`src/rtl/arm_alu_seq_pkg.sv`:
```
`default_nettype none
// ============================================================================
//  Module   : arm_alu_seq_pkg
//  Brief    : Shared opcode constants, FSM encodings, NZCV bit indices and
//             opcode-class helpers for the ARM ALU sequencer.
//  Revision : 1.0 - initial release
// ============================================================================
package arm_alu_seq_pkg;

    // ARM data-processing opcodes
    localparam logic [3:0] c_op_and = 4'h0;
    localparam logic [3:0] c_op_eor = 4'h1;
    localparam logic [3:0] c_op_sub = 4'h2;
    localparam logic [3:0] c_op_rsb = 4'h3;
    localparam logic [3:0] c_op_add = 4'h4;
    localparam logic [3:0] c_op_adc = 4'h5;
    localparam logic [3:0] c_op_sbc = 4'h6;
    localparam logic [3:0] c_op_rsc = 4'h7;
    localparam logic [3:0] c_op_tst = 4'h8;
    localparam logic [3:0] c_op_teq = 4'h9;
    localparam logic [3:0] c_op_cmp = 4'hA;
    localparam logic [3:0] c_op_cmn = 4'hB;
    localparam logic [3:0] c_op_orr = 4'hC;
    localparam logic [3:0] c_op_mov = 4'hD;
    localparam logic [3:0] c_op_bic = 4'hE;
    localparam logic [3:0] c_op_mvn = 4'hF;

    // NZCV bit positions inside the 4-bit flag register
    localparam int c_flag_n = 3;
    localparam int c_flag_z = 2;
    localparam int c_flag_c = 1;
    localparam int c_flag_v = 0;

    // Sequencer states
    typedef enum logic [1:0] {
        ST_IDLE  = 2'd0,
        ST_PASS1 = 2'd1,
        ST_PASS2 = 2'd2,
        ST_DONE  = 2'd3
    } state_t;

    // Arithmetic shape of an opcode: how carry and overflow are derived
    typedef enum logic [1:0] {
        CLS_LOGIC = 2'd0,
        CLS_ADD   = 2'd1,   // rn + op2
        CLS_SUB   = 2'd2,   // rn - op2
        CLS_RSB   = 2'd3    // op2 - rn
    } op_class_t;

    function automatic logic is_logical(input logic [3:0] op);
        return op inside {c_op_and, c_op_eor, c_op_tst, c_op_teq,
                          c_op_orr, c_op_mov, c_op_bic, c_op_mvn};
    endfunction

    // Compare/test ops: always update flags, never write a register
    function automatic logic is_test(input logic [3:0] op);
        return op inside {c_op_tst, c_op_teq, c_op_cmp, c_op_cmn};
    endfunction

    function automatic logic needs_carry(input logic [3:0] op);
        return op inside {c_op_adc, c_op_sbc, c_op_rsc};
    endfunction

    function automatic op_class_t op_class(input logic [3:0] op);
        op_class_t cls;
        case (op)
            c_op_add, c_op_adc, c_op_cmn: cls = CLS_ADD;
            c_op_sub, c_op_sbc, c_op_cmp: cls = CLS_SUB;
            c_op_rsb, c_op_rsc:           cls = CLS_RSB;
            default:                      cls = CLS_LOGIC;
        endcase
        return cls;
    endfunction

    // Carry-less equivalent of a carry-using opcode
    function automatic logic [3:0] base_op(input logic [3:0] op);
        logic [3:0] res;
        case (op)
            c_op_adc: res = c_op_add;
            c_op_sbc: res = c_op_sub;
            c_op_rsc: res = c_op_rsb;
            default:  res = op;
        endcase
        return res;
    endfunction

endpackage
`default_nettype wire

```
`src/rtl/arm_flag_gen.sv`:
```
`default_nettype none
// ============================================================================
//  Module   : arm_flag_gen
//  Brief    : Combinational next-NZCV generator. N/Z from the final result,
//             C from the sequencer carry (arithmetic) or shifter carry
//             (logical), V from operand/result signs or held (logical).
//  Revision : 1.0 - initial release
// ============================================================================
module arm_flag_gen
    import arm_alu_seq_pkg::*;
(
    input  logic [31:0] result,
    input  logic        op_a_sign,
    input  logic        op_b_sign,
    input  op_class_t   cls,
    input  logic        carry,
    input  logic        shift_c,
    input  logic        old_v,
    output logic [3:0]  nzcv
);

    // Overflow is judged on the original operation, not the carry-adjust pass
    always_comb begin
        nzcv           = 4'b0000;
        nzcv[c_flag_n] = result[31];
        nzcv[c_flag_z] = (result == 32'd0);
        case (cls)
            CLS_ADD: begin
                nzcv[c_flag_c] = carry;
                nzcv[c_flag_v] = (op_a_sign == op_b_sign) && (result[31] != op_a_sign);
            end
            CLS_SUB: begin
                nzcv[c_flag_c] = carry;
                nzcv[c_flag_v] = (op_a_sign != op_b_sign) && (result[31] != op_a_sign);
            end
            CLS_RSB: begin
                nzcv[c_flag_c] = carry;
                nzcv[c_flag_v] = (op_a_sign != op_b_sign) && (result[31] != op_b_sign);
            end
            default: begin
                nzcv[c_flag_c] = shift_c;
                nzcv[c_flag_v] = old_v;
            end
        endcase
    end

endmodule
`default_nettype wire

```
`src/rtl/arm_alu_seq.sv`:
```
`default_nettype none
// ============================================================================
//  Module   : arm_alu_seq
//  Brief    : Multi-cycle sequencer for the shared 32-bit ARM ALU. Drives the
//             ALU buses for one or two passes, derives NZCV, holds the flag
//             register and presents the result on a valid/ready interface.
//  Config   : ARM_ALU_SEQ_CARRY_EN - when defined, ADC/SBC/RSC take a second
//             pass to fold in the carry; otherwise they run as ADD/SUB/RSB.
//  Revision : 1.0 - initial release
// ============================================================================
module arm_alu_seq
    import arm_alu_seq_pkg::*;
#(
    parameter logic [3:0] FLAGS_RESET = 4'b0000
) (
    input  logic        clk,
    input  logic        reset,
    input  logic        in_valid,
    output logic        in_ready,
    input  logic [3:0]  in_opcode,
    input  logic        in_s,
    input  logic [31:0] in_rn_val,
    input  logic [31:0] in_op2,
    input  logic        in_shift_c,
    input  logic [3:0]  in_rd,
    output logic [31:0] alu_op1,
    output logic [31:0] alu_op2,
    output logic [3:0]  alu_op_sel,
    input  logic [31:0] alu_out,
    output logic        out_valid,
    input  logic        out_ready,
    output logic [31:0] out_result,
    output logic [3:0]  out_rd,
    output logic        out_wr_en,
    output logic [3:0]  flags
);

    state_t      r_state;
    logic [3:0]  r_opcode;
    logic        r_s;
    logic [31:0] r_rn;
    logic [31:0] r_op2;
    logic        r_shift_c;
    logic [3:0]  r_rd;
    logic [31:0] r_result;
    logic        r_carry;
    logic        r_wr_en;
    logic        r_out_valid;
    logic [3:0]  r_flags;

    logic [32:0] w_sum1;
    logic        w_c1;
    op_class_t   w_class;
    logic [3:0]  w_nzcv_next;
    logic        w_flag_we;

`ifdef ARM_ALU_SEQ_CARRY_EN
    logic        r_cin;
    logic        w_is_adc;
    logic        w_c_final;
`endif

    assign w_class   = op_class(r_opcode);
    assign w_sum1    = {1'b0, r_rn} + {1'b0, r_op2};
    assign w_flag_we = r_s || is_test(r_opcode);

    // First-pass carry: adder carry-out, or no-borrow from an unsigned compare
    always_comb begin
        w_c1 = 1'b0;
        case (w_class)
            CLS_ADD: w_c1 = w_sum1[32];
            CLS_SUB: w_c1 = (r_rn >= r_op2);
            CLS_RSB: w_c1 = (r_op2 >= r_rn);
            default: w_c1 = 1'b0;
        endcase
    end

`ifdef ARM_ALU_SEQ_CARRY_EN
    assign w_is_adc = (r_opcode == c_op_adc);

    // Second-pass carry merge: ADC carries if either pass did; SBC/RSC only
    // avoid a borrow if neither pass borrowed (r1 - ~cin borrows iff r1 < ~cin)
    always_comb begin
        if (w_is_adc) begin
            w_c_final = r_carry | ((&r_result) & r_cin);
        end else begin
            w_c_final = r_carry & ~((r_result == 32'd0) & ~r_cin);
        end
    end
`endif

    // ALU bus drive: operands only during the passes, zero otherwise
    always_comb begin
        alu_op1    = 32'd0;
        alu_op2    = 32'd0;
        alu_op_sel = 4'd0;
        case (r_state)
            ST_PASS1: begin
                alu_op1 = r_rn;
                alu_op2 = r_op2;
`ifdef ARM_ALU_SEQ_CARRY_EN
                alu_op_sel = r_opcode;
`else
                alu_op_sel = base_op(r_opcode);
`endif
            end
`ifdef ARM_ALU_SEQ_CARRY_EN
            ST_PASS2: begin
                alu_op1 = r_result;
                if (w_is_adc) begin
                    alu_op2    = {31'd0, r_cin};
                    alu_op_sel = c_op_add;
                end else begin
                    alu_op2    = {31'd0, ~r_cin};
                    alu_op_sel = c_op_sub;
                end
            end
`endif
            default: begin
                alu_op1    = 32'd0;
                alu_op2    = 32'd0;
                alu_op_sel = 4'd0;
            end
        endcase
    end

    arm_flag_gen u_flag_gen (
        .result    (r_result),
        .op_a_sign (r_rn[31]),
        .op_b_sign (r_op2[31]),
        .cls       (w_class),
        .carry     (r_carry),
        .shift_c   (r_shift_c),
        .old_v     (r_flags[c_flag_v]),
        .nzcv      (w_nzcv_next)
    );

    // Sequencer FSM: accept, run one or two ALU passes, hold result until taken
    always_ff @(posedge clk or posedge reset) begin
        if (reset) begin
            r_state     <= ST_IDLE;
            r_opcode    <= 4'd0;
            r_s         <= 1'b0;
            r_rn        <= 32'd0;
            r_op2       <= 32'd0;
            r_shift_c   <= 1'b0;
            r_rd        <= 4'd0;
            r_result    <= 32'd0;
            r_carry     <= 1'b0;
            r_wr_en     <= 1'b0;
            r_out_valid <= 1'b0;
            r_flags     <= FLAGS_RESET;
`ifdef ARM_ALU_SEQ_CARRY_EN
            r_cin       <= 1'b0;
`endif
        end else begin
            case (r_state)
                ST_IDLE: begin
                    if (in_valid) begin
                        r_opcode  <= in_opcode;
                        r_s       <= in_s;
                        r_rn      <= in_rn_val;
                        r_op2     <= in_op2;
                        r_shift_c <= in_shift_c;
                        r_rd      <= in_rd;
                        r_wr_en   <= ~is_test(in_opcode);
`ifdef ARM_ALU_SEQ_CARRY_EN
                        r_cin     <= r_flags[c_flag_c];
`endif
                        r_state   <= ST_PASS1;
                    end
                end
                ST_PASS1: begin
                    r_result <= alu_out;
                    r_carry  <= w_c1;
`ifdef ARM_ALU_SEQ_CARRY_EN
                    if (needs_carry(r_opcode)) begin
                        r_state <= ST_PASS2;
                    end else begin
                        r_state     <= ST_DONE;
                        r_out_valid <= 1'b1;
                    end
`else
                    r_state     <= ST_DONE;
                    r_out_valid <= 1'b1;
`endif
                end
`ifdef ARM_ALU_SEQ_CARRY_EN
                ST_PASS2: begin
                    r_result    <= alu_out;
                    r_carry     <= w_c_final;
                    r_state     <= ST_DONE;
                    r_out_valid <= 1'b1;
                end
`endif
                ST_DONE: begin
                    if (out_ready) begin
                        r_out_valid <= 1'b0;
                        r_state     <= ST_IDLE;
                        if (w_flag_we) begin
                            r_flags <= w_nzcv_next;
                        end
                    end
                end
                default: begin
                    r_state <= ST_IDLE;
                end
            endcase
        end
    end

    assign in_ready   = (r_state == ST_IDLE);
    assign out_valid  = r_out_valid;
    assign out_result = r_result;
    assign out_rd     = r_rd;
    assign out_wr_en  = r_wr_en;
    assign flags      = r_flags;

endmodule
`default_nettype wire

```
`config.mk`:
```
export PLATFORM = sky130hd
export DESIGN_NAME = arm_alu_seq
export DESIGN_NICKNAME = d
export VERILOG_FILES = /design/src/rtl/arm_alu_seq_pkg.sv /design/src/rtl/arm_flag_gen.sv /design/src/rtl/arm_alu_seq.sv
export SDC_FILE = /design/constraint.sdc
export NUM_CORES = 1
export LEC_CHECK = 0
export CAP_MARGIN = 0
export CORE_AREA = 2 2 121 123
export DETAILED_ROUTE_END_ITERATION = 10
export DIE_AREA = 0 0 123 125
export HOLD_SLACK_MARGIN = 0.06
export PLACE_DENSITY = 0.8
export SYNTH_ARGS = -nofsm -noshare
export SYNTH_HDL_FRONTEND = slang
export SYNTH_SLANG_ARGS = --single-unit
```
`constraint.sdc`:
```
create_clock -name clk -period 4.7 [get_ports clk]
set_input_delay 1.175 -clock clk [delete_from_list [all_inputs] [get_ports clk]]
set_output_delay 1.175 -clock clk [all_outputs]
set_load 0.02 [all_outputs]
```
Word level (Yosys, flattened, before mapping) --
Memories as Yosys holds them, arrays and structs flattened. Cells that the tools add are included.
Operators by class: add/sub/neg operators 1, $lt $le $gt $ge 2, equality and inequality tests 22, multiplexer cells 11, bitwise logic cells 1, reduce and logical (&&, ||, !) cells 15
Operators with widths (count):
- 32-bit greater-or-equal comparator | 2
- 32-bit two-way mux | 2
- 32-bit by 32-bit adder with 33-bit output | 1
- 4-bit equality test (second input constant) | 8
- 32-bit logical NOT | 1
- 4-bit by 3-bit equality test with 1-bit output (second input constant) | 3
- 2-bit case mux with 3 select lines | 2
- 4-bit case mux with 3 select lines | 1
- 4-bit nonzero test | 2
- 2-bit equality test (second input constant) | 3
- 2-bit AND reduction | 3
- 2-bit by 1-bit equality test with 1-bit output (second input constant) | 2
- 2-bit two-way mux | 2
- 4-bit two-way mux | 1
- 2-bit inequality test (second input constant) | 2
- 4-bit AND reduction | 1
- 1-bit logical AND | 3
- 1-bit inequality test | 3
- 1-bit case mux with 3 select lines | 1
- 3-bit AND reduction | 1
- 3-bit nonzero test | 1
- 2-bit logical NOT | 1
- 1-bit case mux with 2 select lines | 1
- 2-bit nonzero test | 1
- other kinds (4) | 4
Word-level totals: bits in registers 115, memory bits (read-only) 32, input port bits 110, output and inout bits 111, logic and storage cells 66, memories 1
Memory list:
- (name not given) | words 16, width 2, read ports 1, clocked after Yosys merged registers in 0, write ports 0, line arm_alu_seq_pkg.sv:66 | case (op)

Longest topological paths before layout --
word-level depth 4, depth in mapped cells 9

Hierarchy --
A second synthesis with hierarchy kept.
Unflattened totals: cell total of the unflattened synthesis 599, area, all modules 6364.9 sq um
Modules (own cells, without submodules):
- arm_alu_seq | times used 1, cells an instance 575, area each 6209.7 sq um
- arm_flag_gen | times used 1, cells an instance 24, area each 155.1 sq um

Worst setup path before layout --
No wires, ideal clock.
path kind register to output, from register r_state[0], to output port alu_op_sel[0], arrival time 1442 ps, path slack 2083 ps, cell stages (with the launch flop) 6, buffers on the path 2, cells stage by stage dfrtp_1 -> nor2b_1 -> clkbuf_1 -> clkbuf_1 -> nand2_1 -> nor2_1
Between the ends: longest elaborated chain between the ends 2
RTL lines:
- start: declaration | line arm_alu_seq.sv:38 | state_t r_state;
- start signal: assignment | line arm_alu_seq.sv:141 | r_state <= ST_IDLE;
- start signal: assignment | line arm_alu_seq.sv:170 | r_state <= ST_PASS1;
- start signal: assignment | line arm_alu_seq.sv:184 | r_state <= ST_DONE;
- 2-bit by 1-bit equality test with 1-bit output | line arm_alu_seq.sv:97 | case (r_state)
- 4-bit two-way mux | line arm_alu_seq.sv:97
- end: declaration | line arm_alu_seq.sv:28 | output logic [3:0] alu_op_sel,
No other way between the ends.

Final worst setup path --
from register r_state[0], to output port alu_op2[31]
Between the ends: longest elaborated chain between the ends 2
RTL lines:
- 2-bit by 1-bit equality test with 1-bit output | line arm_alu_seq.sv:97
- 32-bit two-way mux | line arm_alu_seq.sv:97
- end: declaration | line arm_alu_seq.sv:27 | output logic [31:0] alu_op2,
No other way between the ends.

==> out/results.ini <==
[drt]
drc=0
first_pass_iters=4
vias=5417
avgViaCountPerCell=4.99
drt_wl_total_mm=17.0
ant_nets=0
drtIter0Drc=215
wl_per_cell_um=15.7

[timing]
worst_slew_pin_slew_ns=1.00
fmax_ghz=0.266
finalHoldViolCount=0
slew_viol_final=0
finalClockSkew_ns=0.00727
slew_headroom=0.332
finalCritPeriodShare=0.799
period_minus_slack_ns=3.76
rsz0062_at_grt=false
tns_ns=0
finalSetupViolations=0

[synthesis]
ys_top_cells_by_area=dfrtp_1 46%, ha_1 13%, nand2_1 8.8%
syn_nets=845
ys_async_sr_fraction=1.00
netlist.area_leader.share=0.456
ys_ff_latch=115
synth_cells=671
yosys_warnings=0
synth_ff_type=dfrtp_1
ys_types=43
synth.avg_cell_area_um2=9.40
synth_edf_count=0
synth_area_um2=6310
yosysSeqAreaShare=0.456
synth_top_area_cell=dfrtp_1

[run]
max_cap_violations=0

[critical_path]
critPathLaunchType=flop
cp_data_arrival_time_ns=2.58
reg2reg_depth=8
r2r_slack_ns=2.33
path_max_fanout=38
critPathCaptureType=primary output
required_ns=3.52
r2r-start=r_op2[15]$_DFFE_PP0P_
reg2reg_to=r_carry$_DFFE_PP0P_
crit_type=reg -> out

[final_layout]
layoutNonFillerInstCount=1085
layout.nets=1064
n_antenna_cell=0
final_common_cell=clkdlybuf4s50_1
layout_common_cells=220 x clkdlybuf4s50_1, 148 x nand2_1, 115 x dfrtp_1
area_delta_synth_final_pct=47.4
drive_gt1_frac=0.0999
fin_area_um2=9300

[clock_tree]
cts_buffers=17
cts_sinks=115
clk_root_buffer_cell=clkbuf_16
cts-resized-gates=0
cts-hold-fix-buffers=0
clkLatencyLatePin_ns=0.41
cts_tree=built
htree_levels=4
clk_path_buf_depth=2
post_cts.repair.setup_buffers=0
clkTransAtPathRegs_ns=0.05

[pwr]
ir_drop_uv=372
power.leakage_uw=0.00420
p_per_area_nw_per_um2=750

[global_route]
antenna_found_initial=0
grt_pass1_vias=5343
grt_use_total=0.226
grt_pass1_wl_mm=27.3
grt_max_degree=68
grt-ovfl-total=0

[min_path]
worstHoldStart=flags[1]$_DFFE_PP0P_
hold_depth=2
hold_path_end=flags[1]$_DFFE_PP0P_
hp-class=reg -> reg

[floorplanning]
initial_core_util=0.444
coreArea_um2=14200
dieHeight_um=125
die_area_um2=15400
rows=44
fp.dieW_um=123
io_pins=221

[placement]
io_buffers=220
place_area_um2=8700
dp_hpwl_mm=12.5
gp_congestion=0.805
dp.cells=1055

[status]
status=finished clean

how the worst max path moves through the flow:
stage	startpoint	to	slack [ns]	cells after the start
after floorplan	reset	flags[0]$_DFFE_PP0P_	0.48	1
after global placement	r_state[0]$_DFFE_PP0P_	alu_op_sel[0]	1.38	4
after detailed placement	r_state[0]$_DFFE_PP0P_	alu_op_sel[0]	1.32	4
after CTS	r_state[0]$_DFFE_PP0P_	alu_op_sel[0]	0.87	4
after global routing	r_state[0]$_DFFE_PP0P_	alu_op_sel[0]	0.80	4
final	r_state[0]$_DFFE_PP0P_	alu_op2[31]	0.94	3
state kept, by name, indices dropped and copies added, names as in the netlist:
name / count
r_state: 2
r_carry: 1
r_opcode: 4
out_wr_en: 1
out_valid: 1
flags: 4
r_op2: 32
r_rn: 32
r_shift_c: 1
out_result: 32
out_rd: 4
r_s: 1
layout make-up:
cell class                      count  area [um2]
Inverter                           50         190
Clock inverter                     10         131
Fill cell                        1157        4910
Multi-Input combinational cell    478        3140
Timing Repair Buffer              228        2260
Clock buffer                       20         467
Sequential cell                   115        2880
Tap cell                          184         230
logic make-up after synthesis:
group | share of synthesized area
simple gates | 0.194
flops | 0.456
compound gates | 0.0919
buf+inv | 0.0486
fa+ha+maj | 0.127
mux | 0.0784
xor+xnor | 0.00417
Yosys cell counts (8+ instances only):
cell / count
nand2_1: 148
and2_1: 34
dfrtp_1: 115
clkbuf_1: 21
nor2_1: 47
inv_1: 50
ha_1: 64
nor4_1: 12
o21ai_0: 41
mux2_2: 43
nand4_1: 8
a21oi_1: 28
worst max-delay path: stages (launching register included):
cell	delay (ns)
dfrtp_1	0.50
nor2b_4	0.77
and2_1	0.28
clkdlybuf4s50_1	0.62
power breakdown:
part           leakage (uW)  switching (uW)  total, uW  internal [uW]
combinational       0.00251            2020       3740           1720
sequential          0.00139             444       1930           1490
clock              0.000298             444       1310            865
total               0.00420            2910       6980           4070
per-stage QoR:
step / hold slack [ns] / setup WS [ns] / total power [uW] / utilization
2_1_floorplan: 0.480 / 0.481 / 4170 / -
4_1_cts: 0.486 / 0.874 / 7040 / 0.655
3_5_place_dp: 0.475 / 1.32 / 5680 / 0.612
6_report: 0.482 / 0.944 / 6980 / 0.655
5_1_grt: 0.515 / 0.799 / 7490 / 0.655
3_3_place_gp: 0.458 / 1.38 / 5580 / 0.612
routing by layer:
layer / GRT usage / part of all wire
met4: 0.0909 / 0.026
met2: 0.359 / 0.48
met5: 0 / 0
met1: 0.297 / 0.44
met3: 0.0547 / 0.050
Power figures use the tool's default switching activity.
